**src/rtl/noc_pkg.sv**
```systemverilog
// Shared definitions for the NOC command decoder: opcode encoding, opcode field
// position and the decoder state type.
package noc_pkg;

   localparam int OPC_MSB = 7;
   localparam int OPC_LSB = 5;

   typedef enum logic [2:0] {
      OPC_NOP   = 3'b000,
      OPC_WRITE = 3'b001,
      OPC_READ  = 3'b010
   } opcode_e;

   typedef enum logic [2:0] {
      ST_IDLE,
      ST_W_ADDR,
      ST_W_LEN,
      ST_W_DATA,
      ST_R_ADDR,
      ST_R_LEN
   } dec_state_e;

   function automatic logic [2:0] get_opcode(input logic [7:0] cmd_byte);
      return cmd_byte[OPC_MSB:OPC_LSB];
   endfunction

endpackage

```
**src/rtl/noc_cmd_decoder_if.sv**
```systemverilog
// Bundle of the decoder's NOC input stream, state-buffer write port, read
// request handshake and status outputs.
interface noc_cmd_decoder_if #(parameter int ADDR_W = 8);

   logic              noc_to_dev_ctl;
   logic [7:0]        noc_to_dev_data;
   logic              wr_en;
   logic [ADDR_W-1:0] wr_addr;
   logic [7:0]        wr_data;
   logic              rd_req;
   logic [ADDR_W-1:0] rd_addr;
   logic [7:0]        rd_len;
   logic              rd_ack;
   logic              busy;
   logic              err;

   modport master (
      output noc_to_dev_ctl, noc_to_dev_data, rd_ack,
      input  wr_en, wr_addr, wr_data, rd_req, rd_addr, rd_len, busy, err
   );

   modport slave (
      input  noc_to_dev_ctl, noc_to_dev_data, rd_ack,
      output wr_en, wr_addr, wr_data, rd_req, rd_addr, rd_len, busy, err
   );

endinterface

```
**src/rtl/noc_cmd_decoder.sv**
```systemverilog
// Decodes the raw NOC byte stream into state-buffer byte writes and read
// requests; one byte is consumed every cycle, no backpressure.
module noc_cmd_decoder
   import noc_pkg::*;
#(
   parameter int ADDR_W = 8
) (
   input logic              clk,
   input logic              reset,
   noc_cmd_decoder_if.slave bus
);

   dec_state_e        state_q, state_d;
   logic [ADDR_W-1:0] addr_q, addr_d;
   logic [7:0]        len_q, len_d;
   logic              drop_q, drop_d;

   logic              wr_en_q, wr_en_d;
   logic [ADDR_W-1:0] wr_addr_q, wr_addr_d;
   logic [7:0]        wr_data_q, wr_data_d;
   logic              rd_req_q, rd_req_d;
   logic [ADDR_W-1:0] rd_addr_q, rd_addr_d;
   logic [7:0]        rd_len_q, rd_len_d;
   logic              err_q, err_d;

   logic [2:0]        opc;
   logic [ADDR_W-1:0] byte_addr;

   assign opc       = get_opcode(bus.noc_to_dev_data);
   assign byte_addr = ADDR_W'(bus.noc_to_dev_data);

   // A command byte always wins: it aborts any frame in flight and is decoded
   // as a fresh command in the same cycle.
   always_comb begin
      state_d   = state_q;
      addr_d    = addr_q;
      len_d     = len_q;
      drop_d    = drop_q;
      wr_en_d   = 1'b0;
      wr_addr_d = wr_addr_q;
      wr_data_d = wr_data_q;
      rd_req_d  = rd_req_q;
      rd_addr_d = rd_addr_q;
      rd_len_d  = rd_len_q;
      err_d     = 1'b0;

      if (rd_req_q && bus.rd_ack) begin
         rd_req_d = 1'b0;
      end

      if (bus.noc_to_dev_ctl) begin
         if (state_q != ST_IDLE) begin
            err_d = 1'b1;
         end
         case (opc)
            OPC_NOP: begin
               state_d = ST_IDLE;
            end
            OPC_WRITE: begin
               state_d = ST_W_ADDR;
            end
            OPC_READ: begin
               state_d = ST_R_ADDR;
               drop_d  = rd_req_q && !bus.rd_ack;
               if (rd_req_q && !bus.rd_ack) begin
                  err_d = 1'b1;
               end
            end
            default: begin
               state_d = ST_IDLE;
               err_d   = 1'b1;
            end
         endcase
      end else begin
         case (state_q)
            ST_W_ADDR: begin
               addr_d  = byte_addr;
               state_d = ST_W_LEN;
            end
            ST_W_LEN: begin
               len_d   = bus.noc_to_dev_data;
               state_d = (bus.noc_to_dev_data == 8'd0) ? ST_IDLE : ST_W_DATA;
            end
            ST_W_DATA: begin
               wr_en_d   = 1'b1;
               wr_addr_d = addr_q;
               wr_data_d = bus.noc_to_dev_data;
               addr_d    = addr_q + 1'b1;
               len_d     = len_q - 8'd1;
               if (len_q == 8'd1) begin
                  state_d = ST_IDLE;
               end
            end
            ST_R_ADDR: begin
               addr_d  = byte_addr;
               state_d = ST_R_LEN;
            end
            ST_R_LEN: begin
               len_d   = bus.noc_to_dev_data;
               state_d = ST_IDLE;
               // A READ that collided with a pending request is parsed but never issued.
               if (!drop_q) begin
                  rd_req_d  = 1'b1;
                  rd_addr_d = addr_q;
                  rd_len_d  = bus.noc_to_dev_data;
               end
            end
            default: begin
            end
         endcase
      end
   end

   always_ff @(posedge clk) begin
      if (reset) begin
         state_q   <= ST_IDLE;
         addr_q    <= '0;
         len_q     <= '0;
         drop_q    <= 1'b0;
         wr_en_q   <= 1'b0;
         wr_addr_q <= '0;
         wr_data_q <= '0;
         rd_req_q  <= 1'b0;
         rd_addr_q <= '0;
         rd_len_q  <= '0;
         err_q     <= 1'b0;
      end else begin
         state_q   <= state_d;
         addr_q    <= addr_d;
         len_q     <= len_d;
         drop_q    <= drop_d;
         wr_en_q   <= wr_en_d;
         wr_addr_q <= wr_addr_d;
         wr_data_q <= wr_data_d;
         rd_req_q  <= rd_req_d;
         rd_addr_q <= rd_addr_d;
         rd_len_q  <= rd_len_d;
         err_q     <= err_d;
      end
   end

   assign bus.wr_en   = wr_en_q;
   assign bus.wr_addr = wr_addr_q;
   assign bus.wr_data = wr_data_q;
   assign bus.rd_req  = rd_req_q;
   assign bus.rd_addr = rd_addr_q;
   assign bus.rd_len  = rd_len_q;
   assign bus.err     = err_q;
   assign bus.busy    = (state_q != ST_IDLE);

endmodule

```
**src/flat_wrapper.sv**
```systemverilog
// flat-port wrapper written by rule: the top's interface ports become plain ports
module noc_cmd_decoder_flat import noc_pkg::*;
#(
   parameter int ADDR_W = 8
)
  (clk, reset, bus_noc_to_dev_ctl, bus_noc_to_dev_data, bus_rd_ack, bus_wr_en, bus_wr_addr, bus_wr_data, bus_rd_req, bus_rd_addr, bus_rd_len, bus_busy, bus_err);
  noc_cmd_decoder_if #(.ADDR_W(ADDR_W)) bus_i ();
  input logic clk;
  input logic reset;
  input wire logic [$bits(bus_i.noc_to_dev_ctl)-1:0] bus_noc_to_dev_ctl;
  input wire logic [$bits(bus_i.noc_to_dev_data)-1:0] bus_noc_to_dev_data;
  input wire logic [$bits(bus_i.rd_ack)-1:0] bus_rd_ack;
  output wire logic [$bits(bus_i.wr_en)-1:0] bus_wr_en;
  output wire logic [$bits(bus_i.wr_addr)-1:0] bus_wr_addr;
  output wire logic [$bits(bus_i.wr_data)-1:0] bus_wr_data;
  output wire logic [$bits(bus_i.rd_req)-1:0] bus_rd_req;
  output wire logic [$bits(bus_i.rd_addr)-1:0] bus_rd_addr;
  output wire logic [$bits(bus_i.rd_len)-1:0] bus_rd_len;
  output wire logic [$bits(bus_i.busy)-1:0] bus_busy;
  output wire logic [$bits(bus_i.err)-1:0] bus_err;
  assign bus_i.noc_to_dev_ctl = bus_noc_to_dev_ctl;
  assign bus_i.noc_to_dev_data = bus_noc_to_dev_data;
  assign bus_i.rd_ack = bus_rd_ack;
  assign bus_wr_en = bus_i.wr_en;
  assign bus_wr_addr = bus_i.wr_addr;
  assign bus_wr_data = bus_i.wr_data;
  assign bus_rd_req = bus_i.rd_req;
  assign bus_rd_addr = bus_i.rd_addr;
  assign bus_rd_len = bus_i.rd_len;
  assign bus_busy = bus_i.busy;
  assign bus_err = bus_i.err;
  noc_cmd_decoder #(.ADDR_W(ADDR_W)) u_core (.clk(clk), .reset(reset), .bus(bus_i));
endmodule
```
**config.mk**
```make
export PLATFORM = sky130hd
export DESIGN_NAME = noc_cmd_decoder_flat
export DESIGN_NICKNAME = d
export VERILOG_FILES = /design/src/rtl/noc_pkg.sv /design/src/rtl/noc_cmd_decoder_if.sv /design/src/rtl/noc_cmd_decoder.sv /design/src/flat_wrapper.sv
export SDC_FILE = /design/constraint.sdc
export NUM_CORES = 1
export LEC_CHECK = 0
export BUFFER_PORTS_ARGS = -buffer_cell sky130_fd_sc_hd__buf_2
export CAP_MARGIN = 20
export CORE_MARGIN = 2
export CORE_UTILIZATION = 35
export CTS_CLUSTER_DIAMETER = 50
export DETAILED_ROUTE_END_ITERATION = 7
export GPL_ROUTABILITY_DRIVEN = 0
export SETUP_SLACK_MARGIN = 0.5
export SYNTH_ARGS = -nofsm -noshare
export SYNTH_HDL_FRONTEND = slang
export SYNTH_SLANG_ARGS = --single-unit
export TNS_END_PERCENT = 20
```
**constraint.sdc**
```tcl
create_clock -name clk -period 4.21 [get_ports clk]
set_input_delay 0.842 -clock clk [delete_from_list [all_inputs] [get_ports clk]]
set_output_delay 0.842 -clock clk [all_outputs]
set_load 0.03 [all_outputs]
```
==> reports/summary.txt <==
Syn nets -> 334
Tmin final -> 2.63 ns
Netlist cell types -> 53
Gr usage total -> 17.1%
Initial detailed-routing violation count -> 131
Final core utilization -> 41.1%
Post-synth top area share -> 42.6%
Worst ir drop on vdd -> 0.000122 V
Number of buffers added on ports -> 47
EDFF count, synth -> 0
# Max-Cap Violations -> 0
Clock Latency Late Sink -> 0.31 ns
Hold path depth -> 2
Critical path class -> reg2out
Vias in the first global route -> 2240
Cts hold-fix bufs -> 0
DR pass1 iterations -> 4
Most frequent cells in the layout -> nand2_1 (74), dfxtp_1 (55), a21oi_1 (47), buf_2 (47), nor2_1 (15)
Clk slew on worst S/H paths -> 0.10 ns
Peak Freq -> 380 MHz
RSZ-0062 raised after global routing -> no
Die Y -> 89.9 µm
Fin area -> 2970 µm²
Non-filler cells, final -> 456
ANT nets after route -> 0
Slew @ Worst Pin -> 0.773 ns
Max Root-Sink Buffers -> 2
Footprint of the multi-input gates -> 1350 µm²
Rows -> 31
Share of layout cells above drive strength 1 -> 21.8%
Sequential share of the synthesized area -> 42.6%
Post-layout net count -> 371
Initial Utilization -> 35.8%
Register area -> 1100 µm²
Area Growth Syn to Fin -> 14.8%
Crit-path max FO -> 24
Crit. End Element -> output port
Post-synth ARST share -> 0%
First-pass GRT wire length -> 11400 µm
Most common cell after layout, fill and taps aside -> nand2_1
Inserted Clock Buffers -> 5
P_leak -> 0.00113 µW
Met2 usage -> 26.8%
Core area -> 7210 µm²
Total of fill cells in the finished design -> 779
Die ar. -> 8090 µm²
Gr ovfl total -> 0
DRC -> 0
DP Wirelength -> 4580 µm
Largest net degree at the start of global routing -> 45
Width of the die -> 89.9 µm
Mapped Area -> 2580 µm²
FF-to-FF path depth -> 4
IO Pins -> 48
H-Tree Level Count -> 2
Run status -> finished clean
CTS tree -> done
Grt peak-use layer -> met2
Synth Flop Type -> dfxtp_1
Placed cells -> 447
Final clock skew -> 0.00655 ns
Crit path DAT -> 1.79 ns
Tcrit/Tclk final -> 62.5%
Via density -> 5.32
Via count -> 2424
Worst hold path class -> reg2reg
CP Data Required Time -> 3.37 ns
Placed cell areas -> 2870 µm²
Synthesized instance count -> 319
Power per Cell Area -> 314 nW/µm²
Slew HR -> 48.4%
Yosys warnings -> 0
Setup bufs post-CTS -> 0
Final setup viols -> 0
Average cell area after synthesis -> 8.10 µm²
Yosys reg bits -> 55
GR Util met1 -> 22.8%
Initial antenna violation count -> 0
CTS resizes -> 0
Most area-hungry cell type in the Yosys netlist -> dfxtp_1
Diode count -> 0
Final Hold Violating Endpoints -> 0
CTS root buf -> clkbuf_8
Fin Setup TNS -> 0 ns
WL final -> 6780 µm
Synth area leaders -> dfxtp_1 (43%), nand2_1 (11%), a21oi_1 (9.1%)
Startpoint Class -> flop
Max-slew violations -> 0
Met3 usage -> 4.86%
Post-DR wirelength/cell -> 14.9 µm
CTS sink cnt -> 55
-- worst max-delay path, stage by stage (launching register included) --
cell,delay [ns]
dfxtp_1,0.84
inv_1,0.28
nand2_1,0.15
buf_2,0.21
-- kinds of logic after synthesis --
family | count (synthesis) | synth area share, %
muxes | 3 | 1.21
DFF | 55 | 42.6
AOI/OAI and AO/OA | 93 | 24.1
adders and majority gates | 3 | 1.45
buffers and inverters | 31 | 5.37
xor gates and xnor gates | 1 | 0.339
and+or+nand+nor | 133 | 24.9
-- Yosys cell counts (5+ instances only) --
| cell | instances |
|---|---|
| inv_1 | 10 |
| o32ai_1 | 5 |
| nand2b_1 | 5 |
| buf_2 | 6 |
| nand2_1 | 74 |
| nor4_1 | 6 |
| nor2_1 | 15 |
| nand3_1 | 7 |
| clkbuf_1 | 10 |
| a21oi_1 | 47 |
| dfxtp_1 | 55 |
| nor3_1 | 5 |
-- report_power, final --
part	switching (µW)	internal, µW	leakage (µW)	total, µW
clock	185	121	0.0000489	306
sequential	12.2	527	0.000444	539
combinational	57.5	31.1	0.000641	88.6
total	254	678	0.00113	933
-- area by class of cell --
type,instances,area share (%)
clock buffers,5,2.32
clock inverters,3,0.759
inverters,10,1.26
multi-input cells,233,45.3
flip-flops and latches,55,37.1
well taps,99,4.17
repair buffers,51,9.06
-- flip-flops by register name, summed over array words and instances (netlist names), 3 cells and up --
| signal | flops |
|---|---|
| u_core.bus.rd_len | 8 |
| u_core.bus.rd_addr | 8 |
| u_core.addr_q | 8 |
| u_core.bus.wr_data | 8 |
| u_core.len_q | 8 |
| u_core.state_q | 3 |
| u_core.bus.wr_addr | 8 |
-- final timing paths --
check	from	to	slack (ns)
max	u_core.state_q[1]	bus_busy	1.58
min	u_core.bus.wr_addr[2]	u_core.bus.wr_addr[2]	0.46
max reg2reg	u_core.state_q[1]	u_core.addr_q[7]	2.01
min reg2reg	u_core.bus.wr_addr[2]	u_core.bus.wr_addr[2]	0.46
-- routing by layer --
layer	vias up	wire length [µm]
met1	1135	3180
met3	9	453
met4	0	101
li1	1203	-
met5	-	0
met2	77	3040
-- per-stage QoR --
stage	setup slack, ns	hold WS [ns]	total power (µW)
3_5_place_dp	1.68	0.444	639
4_1_cts	1.58	0.459	947
2_1_floorplan	2.10	0.458	612
5_1_grt	1.45	0.474	979
6_report	1.58	0.456	933
3_3_place_gp	1.74	0.438	638
No activity file was read; power rests on OpenSTA's default activity.
